<file path="config.mk">
export PLATFORM = sky130hd
export DESIGN_NAME = traffic_signal_monitor_flat
export DESIGN_NICKNAME = d
export VERILOG_FILES = /design/src/rtl/traffic_pkg.sv /design/src/rtl/traffic_signal_monitor_if.sv /design/src/rtl/traffic_signal_monitor_phase_timer.sv /design/src/rtl/traffic_signal_monitor.sv /design/src/flat_wrapper.sv
export SDC_FILE = /design/constraint.sdc
export NUM_CORES = 1
export LEC_CHECK = 0
export BUFFER_PORTS_ARGS = -buffer_cell sky130_fd_sc_hd__clkbuf_2
export CORE_MARGIN = 2
export CORE_UTILIZATION = 45
export CTS_CLUSTER_SIZE = 24
export DETAILED_ROUTE_END_ITERATION = 8
export SYNTH_ARGS = -nofsm -noshare
export SYNTH_HDL_FRONTEND = slang
export SYNTH_SLANG_ARGS = --single-unit
</file>
<file path="constraint.sdc">
create_clock -name clk -period 5.96 [get_ports clk]
set_input_delay 0.894 -clock clk [delete_from_list [all_inputs] [get_ports clk]]
set_output_delay 0.894 -clock clk [all_outputs]
set_load 0.03 [all_outputs]
</file>
<file path="src/rtl/traffic_pkg.sv">
`default_nettype none
// ============================================================================
// Package     : traffic_pkg
// Description : Lamp code constants, phase and error classes, and small decode
//               helpers shared by the traffic lamp driver and its monitor.
// Revision    : 1.0 - initial release
// ============================================================================
package traffic_pkg;

  // Car lamp codes, bit order {red, yellow, green, left_arrow}
  localparam logic [3:0] CAR_RED        = 4'b1000;
  localparam logic [3:0] CAR_RED_LEFT   = 4'b1001;
  localparam logic [3:0] CAR_GREEN      = 4'b0010;
  localparam logic [3:0] CAR_GREEN_LEFT = 4'b0011;
  localparam logic [3:0] CAR_YELLOW     = 4'b0100;

  // Walk lamp codes, bit order {walk_red, walk_green}
  localparam logic [1:0] WALK_STOP = 2'b10;
  localparam logic [1:0] WALK_GO   = 2'b01;

  typedef enum logic [1:0] {
    PH_RED     = 2'd0,
    PH_GREEN   = 2'd1,
    PH_YELLOW  = 2'd2,
    PH_UNKNOWN = 2'd3
  } phase_id_e;

  typedef enum logic [2:0] {
    ERR_NONE         = 3'd0,
    ERR_ILLEGAL_CAR  = 3'd1,
    ERR_ILLEGAL_WALK = 3'd2,
    ERR_CONFLICT     = 3'd3,
    ERR_SEQ          = 3'd4,
    ERR_YEL_SHORT    = 3'd5,
    ERR_YEL_LONG     = 3'd6
  } err_code_e;

  // Class of a car lamp code; left-arrow variants share their base class.
  function automatic phase_id_e car_class(input logic [3:0] car);
    case (car)
      CAR_RED, CAR_RED_LEFT:     car_class = PH_RED;
      CAR_GREEN, CAR_GREEN_LEFT: car_class = PH_GREEN;
      CAR_YELLOW:                car_class = PH_YELLOW;
      default:                   car_class = PH_UNKNOWN;
    endcase
  endfunction

  function automatic logic walk_legal(input logic [1:0] walk);
    walk_legal = (walk == WALK_STOP) || (walk == WALK_GO);
  endfunction

  // Only the RED -> GREEN -> YELLOW -> RED rotation is a legal class change.
  function automatic logic seq_legal(input phase_id_e from_cls, input phase_id_e to_cls);
    seq_legal = ((from_cls == PH_RED)    && (to_cls == PH_GREEN))  ||
                ((from_cls == PH_GREEN)  && (to_cls == PH_YELLOW)) ||
                ((from_cls == PH_YELLOW) && (to_cls == PH_RED));
  endfunction

endpackage
`default_nettype wire

</file>
<file path="src/rtl/traffic_signal_monitor_if.sv">
`default_nettype none
// ============================================================================
// Interface   : traffic_signal_monitor_if
// Description : Lamp bus seen by the monitor plus the monitor's report bus.
//               master : lamp driver / board fault logic side
//               slave  : traffic_signal_monitor side
// Signals     : path_index[1:0], car_traffic[3:0], walk_traffic[1:0],
//               clear_fault            (master -> slave)
//               phase_done, phase_id[1:0], phase_len[CNT_W-1:0], err_valid,
//               err_code[2:0], err_count[7:0], fault   (slave -> master)
// Revision    : 1.0 - initial release
// ============================================================================
interface traffic_signal_monitor_if #(
  parameter int CNT_W = 16
);
  logic [1:0]       path_index;
  logic [3:0]       car_traffic;
  logic [1:0]       walk_traffic;
  logic             clear_fault;
  logic             phase_done;
  logic [1:0]       phase_id;
  logic [CNT_W-1:0] phase_len;
  logic             err_valid;
  logic [2:0]       err_code;
  logic [7:0]       err_count;
  logic             fault;

  modport master (
    output path_index, car_traffic, walk_traffic, clear_fault,
    input  phase_done, phase_id, phase_len, err_valid, err_code, err_count, fault
  );

  modport slave (
    input  path_index, car_traffic, walk_traffic, clear_fault,
    output phase_done, phase_id, phase_len, err_valid, err_code, err_count, fault
  );
endinterface
`default_nettype wire

</file>
<file path="src/rtl/traffic_signal_monitor_phase_timer.sv">
`default_nettype none
// ============================================================================
// Module      : phase_timer
// Description : Saturating cycle counter with synchronous clear and enable.
//               Clear has priority over enable.
// Ports       : clk, rst   - clock, synchronous active-high reset
//               i_clr      - restart count at 0
//               i_en       - count one cycle
//               o_cnt      - current count, sticks at all-ones
// Revision    : 1.0 - initial release
// ============================================================================
module phase_timer #(
  parameter int CNT_W = 16
) (
  input  wire logic             clk,
  input  wire logic             rst,
  input  wire logic             i_clr,
  input  wire logic             i_en,
  output logic      [CNT_W-1:0] o_cnt
);
  localparam logic [CNT_W-1:0] c_cnt_max = '1;

  logic [CNT_W-1:0] r_cnt;

  always_ff @(posedge clk) begin
    if (rst) begin
      r_cnt <= '0;
    end else if (i_clr) begin
      r_cnt <= '0;
    end else if (i_en && (r_cnt != c_cnt_max)) begin
      r_cnt <= r_cnt + CNT_W'(1);
    end
  end

  assign o_cnt = r_cnt;
endmodule
`default_nettype wire

</file>
<file path="src/rtl/traffic_signal_monitor.sv">
`default_nettype none
// ============================================================================
// Module      : traffic_signal_monitor
// Description : Passive checker on one approach of the lamp bus. Registers the
//               lamp codes once, checks code legality, car/walk conflicts,
//               phase order and yellow duration, and reports phase lengths and
//               errors one cycle after the registered sample.
// Ports       : clk, rst - clock, synchronous active-high reset
//               bus      - traffic_signal_monitor_if.slave (lamp inputs,
//                          clear_fault, phase and error reports, fault)
// Revision    : 1.0 - initial release
// ============================================================================
module traffic_signal_monitor
  import traffic_pkg::*;
#(
  parameter int CNT_W      = 16,
  parameter int MIN_YELLOW = 3,
  parameter int MAX_YELLOW = 20,
  parameter int EXP_PATH   = 0
) (
  input wire logic                clk,
  input wire logic                rst,
  traffic_signal_monitor_if.slave bus
);
  localparam logic [2:0] S_INIT   = 3'd0;
  localparam logic [2:0] S_RED    = 3'd1;
  localparam logic [2:0] S_GREEN  = 3'd2;
  localparam logic [2:0] S_YELLOW = 3'd3;
  localparam logic [2:0] S_BAD    = 3'd4;

  localparam logic [1:0]       c_exp_path = 2'(EXP_PATH);
  localparam logic [CNT_W-1:0] c_min_yel  = CNT_W'(MIN_YELLOW);
  localparam logic [CNT_W-1:0] c_max_yel  = CNT_W'(MAX_YELLOW);
  localparam logic [CNT_W-1:0] c_cnt_max  = '1;

  // Stage S: registered lamp bus. r_s_vld keeps the all-zero reset contents
  // of the stage from being judged as an illegal code.
  logic [1:0] r_path;
  logic [3:0] r_car;
  logic [1:0] r_walk;
  logic       r_s_vld;

  logic [2:0]       r_state;
  logic             r_phase_done;
  logic [1:0]       r_phase_id;
  logic [CNT_W-1:0] r_phase_len;
  logic             r_err_valid;
  logic [2:0]       r_err_code;
  logic [7:0]       r_err_count;
  logic             r_fault;

  phase_id_e        w_car_cls, w_cls, w_cur_cls;
  err_code_e        w_code;
  logic [2:0]       w_state_nxt;
  logic [CNT_W-1:0] w_timer, w_len;
  logic w_walk_ok, w_samp, w_enter, w_change;
  logic w_conflict, w_ill_car, w_ill_walk, w_seq, w_yshort, w_ylong, w_err;

  always_ff @(posedge clk) begin
    if (rst) begin
      r_path  <= '0;
      r_car   <= '0;
      r_walk  <= '0;
      r_s_vld <= 1'b0;
    end else begin
      r_path  <= bus.path_index;
      r_car   <= bus.car_traffic;
      r_walk  <= bus.walk_traffic;
      r_s_vld <= 1'b1;
    end
  end

  // Either lamp group being illegal puts the sample in the UNKNOWN class.
  assign w_car_cls = car_class(r_car);
  assign w_walk_ok = walk_legal(r_walk);
  assign w_cls     = (!w_walk_ok) ? PH_UNKNOWN : w_car_cls;
  assign w_samp    = r_s_vld && (r_path == c_exp_path);

  always_comb begin
    w_cur_cls   = PH_UNKNOWN;
    w_state_nxt = S_BAD;
    case (r_state)
      S_RED:    w_cur_cls = PH_RED;
      S_GREEN:  w_cur_cls = PH_GREEN;
      S_YELLOW: w_cur_cls = PH_YELLOW;
      default:  w_cur_cls = PH_UNKNOWN;
    endcase
    case (w_cls)
      PH_RED:    w_state_nxt = S_RED;
      PH_GREEN:  w_state_nxt = S_GREEN;
      PH_YELLOW: w_state_nxt = S_YELLOW;
      default:   w_state_nxt = S_BAD;
    endcase
  end

  // w_enter loads a new class (including the first one out of S_INIT);
  // w_change is the subset that closes a measured phase.
  assign w_enter  = w_samp && ((r_state == S_INIT) || (w_cls != w_cur_cls));
  assign w_change = w_enter && (r_state != S_INIT);

  phase_timer #(
    .CNT_W (CNT_W)
  ) u_phase_timer (
    .clk   (clk),
    .rst   (rst),
    .i_clr (w_enter),
    .i_en  (w_samp && !w_enter),
    .o_cnt (w_timer)
  );

  // The timer lags the class by one cycle, so timer+1 is the length of the
  // phase up to the previous sample; at a class change that is the full
  // length of the phase that just ended.
  assign w_len = (w_timer == c_cnt_max) ? w_timer : (w_timer + CNT_W'(1));

  assign w_conflict = w_samp && r_walk[0] && (w_car_cls != PH_RED);
  assign w_ill_car  = w_samp && (w_car_cls == PH_UNKNOWN);
  assign w_ill_walk = w_samp && !w_walk_ok;
  assign w_seq      = w_change && (w_cls != PH_UNKNOWN) && (w_cur_cls != PH_UNKNOWN) &&
                      !seq_legal(w_cur_cls, w_cls);
  assign w_yshort   = w_change && (r_state == S_YELLOW) && (w_len < c_min_yel);
  // Yellow cycles including the current one are w_len+1, so equality with
  // MAX_YELLOW flags the first cycle beyond the limit, exactly once.
  assign w_ylong    = w_samp && (r_state == S_YELLOW) && (w_cls == PH_YELLOW) &&
                      (w_len == c_max_yel);
  assign w_err      = w_conflict || w_ill_car || w_ill_walk || w_seq || w_yshort || w_ylong;

  always_comb begin
    w_code = ERR_NONE;
    if (w_conflict)      w_code = ERR_CONFLICT;
    else if (w_ill_car)  w_code = ERR_ILLEGAL_CAR;
    else if (w_ill_walk) w_code = ERR_ILLEGAL_WALK;
    else if (w_seq)      w_code = ERR_SEQ;
    else if (w_yshort)   w_code = ERR_YEL_SHORT;
    else if (w_ylong)    w_code = ERR_YEL_LONG;
  end

  always_ff @(posedge clk) begin
    if (rst) begin
      r_state      <= S_INIT;
      r_phase_done <= 1'b0;
      r_phase_id   <= '0;
      r_phase_len  <= '0;
      r_err_valid  <= 1'b0;
      r_err_code   <= '0;
      r_err_count  <= '0;
      r_fault      <= 1'b0;
    end else begin
      if (w_enter) begin
        r_state <= w_state_nxt;
      end
      r_phase_done <= w_change;
      r_phase_id   <= w_change ? w_cur_cls : 2'd0;
      r_phase_len  <= w_change ? w_len : '0;
      r_err_valid  <= w_err;
      r_err_code   <= w_code;
      // A new error outranks a simultaneous clear: it is the first error
      // counted after the clear.
      if (w_err) begin
        r_fault <= 1'b1;
        if (bus.clear_fault)            r_err_count <= 8'd1;
        else if (r_err_count != 8'hFF)  r_err_count <= r_err_count + 8'd1;
      end else if (bus.clear_fault) begin
        r_fault     <= 1'b0;
        r_err_count <= '0;
      end
    end
  end

  assign bus.phase_done = r_phase_done;
  assign bus.phase_id   = r_phase_id;
  assign bus.phase_len  = r_phase_len;
  assign bus.err_valid  = r_err_valid;
  assign bus.err_code   = r_err_code;
  assign bus.err_count  = r_err_count;
  assign bus.fault      = r_fault;
endmodule
`default_nettype wire

</file>
<file path="src/flat_wrapper.sv">
// flat-port wrapper written by rule: the top's interface ports become plain ports
module traffic_signal_monitor_flat import traffic_pkg::*;
#(
  parameter int CNT_W      = 16,
  parameter int MIN_YELLOW = 3,
  parameter int MAX_YELLOW = 20,
  parameter int EXP_PATH   = 0
)
  (clk, rst, bus_path_index, bus_car_traffic, bus_walk_traffic, bus_clear_fault, bus_phase_done, bus_phase_id, bus_phase_len, bus_err_valid, bus_err_code, bus_err_count, bus_fault);
  traffic_signal_monitor_if #(.CNT_W(CNT_W)) bus_i ();
  input wire logic clk;
  input wire logic rst;
  input wire logic [$bits(bus_i.path_index)-1:0] bus_path_index;
  input wire logic [$bits(bus_i.car_traffic)-1:0] bus_car_traffic;
  input wire logic [$bits(bus_i.walk_traffic)-1:0] bus_walk_traffic;
  input wire logic [$bits(bus_i.clear_fault)-1:0] bus_clear_fault;
  output wire logic [$bits(bus_i.phase_done)-1:0] bus_phase_done;
  output wire logic [$bits(bus_i.phase_id)-1:0] bus_phase_id;
  output wire logic [$bits(bus_i.phase_len)-1:0] bus_phase_len;
  output wire logic [$bits(bus_i.err_valid)-1:0] bus_err_valid;
  output wire logic [$bits(bus_i.err_code)-1:0] bus_err_code;
  output wire logic [$bits(bus_i.err_count)-1:0] bus_err_count;
  output wire logic [$bits(bus_i.fault)-1:0] bus_fault;
  assign bus_i.path_index = bus_path_index;
  assign bus_i.car_traffic = bus_car_traffic;
  assign bus_i.walk_traffic = bus_walk_traffic;
  assign bus_i.clear_fault = bus_clear_fault;
  assign bus_phase_done = bus_i.phase_done;
  assign bus_phase_id = bus_i.phase_id;
  assign bus_phase_len = bus_i.phase_len;
  assign bus_err_valid = bus_i.err_valid;
  assign bus_err_code = bus_i.err_code;
  assign bus_err_count = bus_i.err_count;
  assign bus_fault = bus_i.fault;
  traffic_signal_monitor #(.CNT_W(CNT_W), .MIN_YELLOW(MIN_YELLOW), .MAX_YELLOW(MAX_YELLOW), .EXP_PATH(EXP_PATH)) u_core (.clk(clk), .rst(rst), .bus(bus_i));
endmodule
</file>
==> results.sh <==
export IMPL_cts_buffers=9
export IMPL_yosys_most_used_dff="dfxtp_1"
export IMPL_cts_htree_levels=3
export IMPL_ctsHoldBuffers=0
export IMPL_arrival_ns=3.73
export IMPL_die_h_microns=87.06
export IMPL_io_buffers=42
export IMPL_wl_per_cell_microns=14.48
export IMPL_antenna_found_initial=0
export IMPL_start_kind="flop"
export IMPL_status="completed"
export IMPL_grt_pass1_vias=2458
export IMPL_p_leak_uw=0.001347
export IMPL_synth_edf_count=0
export IMPL_avgSynthCellArea_sq_um=8.528
export IMPL_path_clk_slew_ns=0.07
export IMPL_drc=0
export IMPL_grt_overflow=0
export IMPL_fin_crit_sh=0.5852
export IMPL_cts_buffer_depth=2
export IMPL_slew_headroom=0.3151
export IMPL_ir_worst_vdd_mv=0.1430
export IMPL_detail_route_antenna_nets=0
export IMPL_ff_latch_area_sq_um=1201
export IMPL_drt_initial_drc_count=69
export IMPL_synth_nets=381
export IMPL_cp_end_kind="flop"
export IMPL_antennaDiodeCount=0
export IMPL_synthCells=364
export IMPL_tns_ns=0
export IMPL_drive_gt1_frac=0.1641
export IMPL_synth_distinct_cells=61
export IMPL_final_nets=408
export IMPL_yosysWarnings=0
export IMPL_synth_area_sq_um=3104
export IMPL_num_vias=2644
export IMPL_fill_cells=657
export IMPL_cts_tree="done"
export IMPL_multi_input_area_sq_um=1740
export IMPL_ys_seq_area_frac=0.3869
export IMPL_start_util=0.4620
export IMPL_required_ns=6.21
export IMPL_stdcell_count=476
export IMPL_clock_sinks=60
export IMPL_hp_class="reg2reg"
export IMPL_synth_seq_cells=60
export IMPL_clkLatencyLatePin_ns=0.34
export IMPL_finClkSkew_ns=0.01104
export IMPL_placed_area_sq_um=3301
export IMPL_dp_hpwl_microns=4654
export IMPL_track_usage=0.1975
export IMPL_io_pin_count=43
export IMPL_fmax_ghz=0.2867
export IMPL_final_cell_mix="dfxtp_1 (60), nor2_1 (42), clkbuf_2 (42)"
export IMPL_area_growth_pct=13.34
export IMPL_power_density_nw_per_um2=253.3
export IMPL_worst_pin_slew_ns=1.025
export IMPL_maxSlewViolCount=0
export IMPL_cts_resized_gates=0
export IMPL_viasPerCell=5.555
export IMPL_grt_max_degree=23
export IMPL_core_rowCount=30
export IMPL_die_x_microns=87.06
export IMPL_first_pass_iters=4
export IMPL_crit_fanout=11
export IMPL_place_inst=460
export IMPL_final_common_cell="dfxtp_1"
export IMPL_grt_pass1_wl_microns=11650
export IMPL_dieArea_sq_um=7579
export IMPL_cts_root_buf="clkbuf_8"
export IMPL_drt_total_wl_microns=6893
export IMPL_post_cts_buffers=0
export IMPL_cap_violations=0
export IMPL_fin_area_sq_um=3518
export IMPL_fin_crit_ns=3.488
export IMPL_hold_viol=0
export IMPL_final_core_util=0.5237
export IMPL_place_congestion=0.8654
export IMPL_setup_viol=0
export IMPL_core_area_sq_um=6719
export IMPL_path_class="reg2reg"
export IMPL_rsz0062_at_grt="false"
export IMPL_synthArstFlopShare=0
==> flip-flops by register name (all words and copies together) (netlist names) <==
name                        flops
u_core.bus.fault                1
u_core.r_s_vld                  1
u_core.bus.phase_len           16
u_core.u_phase_timer.o_cnt     16
u_core.r_path                   2
u_core.bus.phase_id             2
u_core.r_state                  3
u_core.r_walk                   2
u_core.r_car                    4
u_core.bus.phase_done           1
u_core.bus.err_count            8
u_core.bus.err_code             3
u_core.bus.err_valid            1
==> worst paths after layout <==
check | from | end | slack, ns | depth (start not counted)
max reg2reg | u_core.r_car[2] | u_core.bus.err_count[3] | 2.47 | 9
min | u_core.bus.fault | u_core.bus.fault | 0.47 | 2
min reg2reg | u_core.bus.fault | u_core.bus.fault | 0.47 | 2
max | u_core.r_car[2] | u_core.bus.err_count[3] | 2.47 | 9
==> worst max-delay path, stage by stage, from the launching register on <==
cell	delay (ns)
dfxtp_1	0.44
or3b_1	0.37
a211o_1	0.36
clkinv_1	0.13
ha_1	0.18
nand4b_1	0.09
or3_1	0.40
a2111oi_2	0.90
nor2_2	0.20
o41ai_1	0.34
==> cell type report <==
type                            count  share of cell area
Clock inverter                      4             0.02063
Clock buffer                       12             0.04125
Tap cell                           80             0.02845
Multi-Input combinational cell    265              0.4947
Timing Repair Buffer               42             0.05974
Sequential cell                    60              0.3414
Inverter                           13             0.01387
==> cell families after synthesis <==
logic type,Yosys count,share of synthesized area
mux,12,0.03870
xor+xnor,26,0.07578
buf+inv,39,0.05239
flops,60,0.3869
compound gates,72,0.1729
fa+ha+maj,6,0.02418
simple gates,149,0.2491
==> synth_stat cells (5+ instances only) <==
master / count / share of area
o21ai_0: 7 / 0.011
mux2i_1: 12 / 0.039
nand2b_1: 6 / 0.012
a21oi_1: 24 / 0.039
nor2_1: 42 / 0.051
xor2_1: 10 / 0.028
ha_1: 6 / 0.024
nor2b_1: 9 / 0.018
nand2_1: 22 / 0.027
a211o_1: 5 / 0.014
nor3_1: 7 / 0.011
or3_1: 7 / 0.014
clkbuf_1: 18 / 0.022
inv_1: 12 / 0.015
a211oi_1: 5 / 0.012
dfxtp_1: 60 / 0.39
buf_2: 6 / 0.0097
nand4_1: 18 / 0.036
xnor2_1: 15 / 0.042
nand3_1: 14 / 0.023
==> metal layers <==
metal / up-vias / GRT usage / part of all wire
met1: 1226 / 0.2565 / 0.48
met5: - / 0 / 0
li1: 1356 / - / -
met2: 55 / 0.3123 / 0.47
met3: 7 / 0.05308 / 0.038
met4: 0 / 0.07670 / 0.0094
==> where the power goes <==
group          switching, uW  internal, uW  leakage [uW]
Combinational           43.4          22.5      0.000753
Sequential              9.25           409      0.000487
Clock                    161           247      0.000107
Total                    213           678       0.00135
==> per-stage QoR <==
stage               worst slack [ns]  hold WS, ns  power (uW)
detailed placement             2.481       0.4649       492.7
finish                         2.472       0.4729       891.2
floorplan                      3.213       0.4942       476.6
global route                   2.151       0.5173       926.2
CTS                            2.453       0.4760       899.5
global placement               2.542       0.4647       492.5
Note: power is estimated with default switching activity, not from simulation.
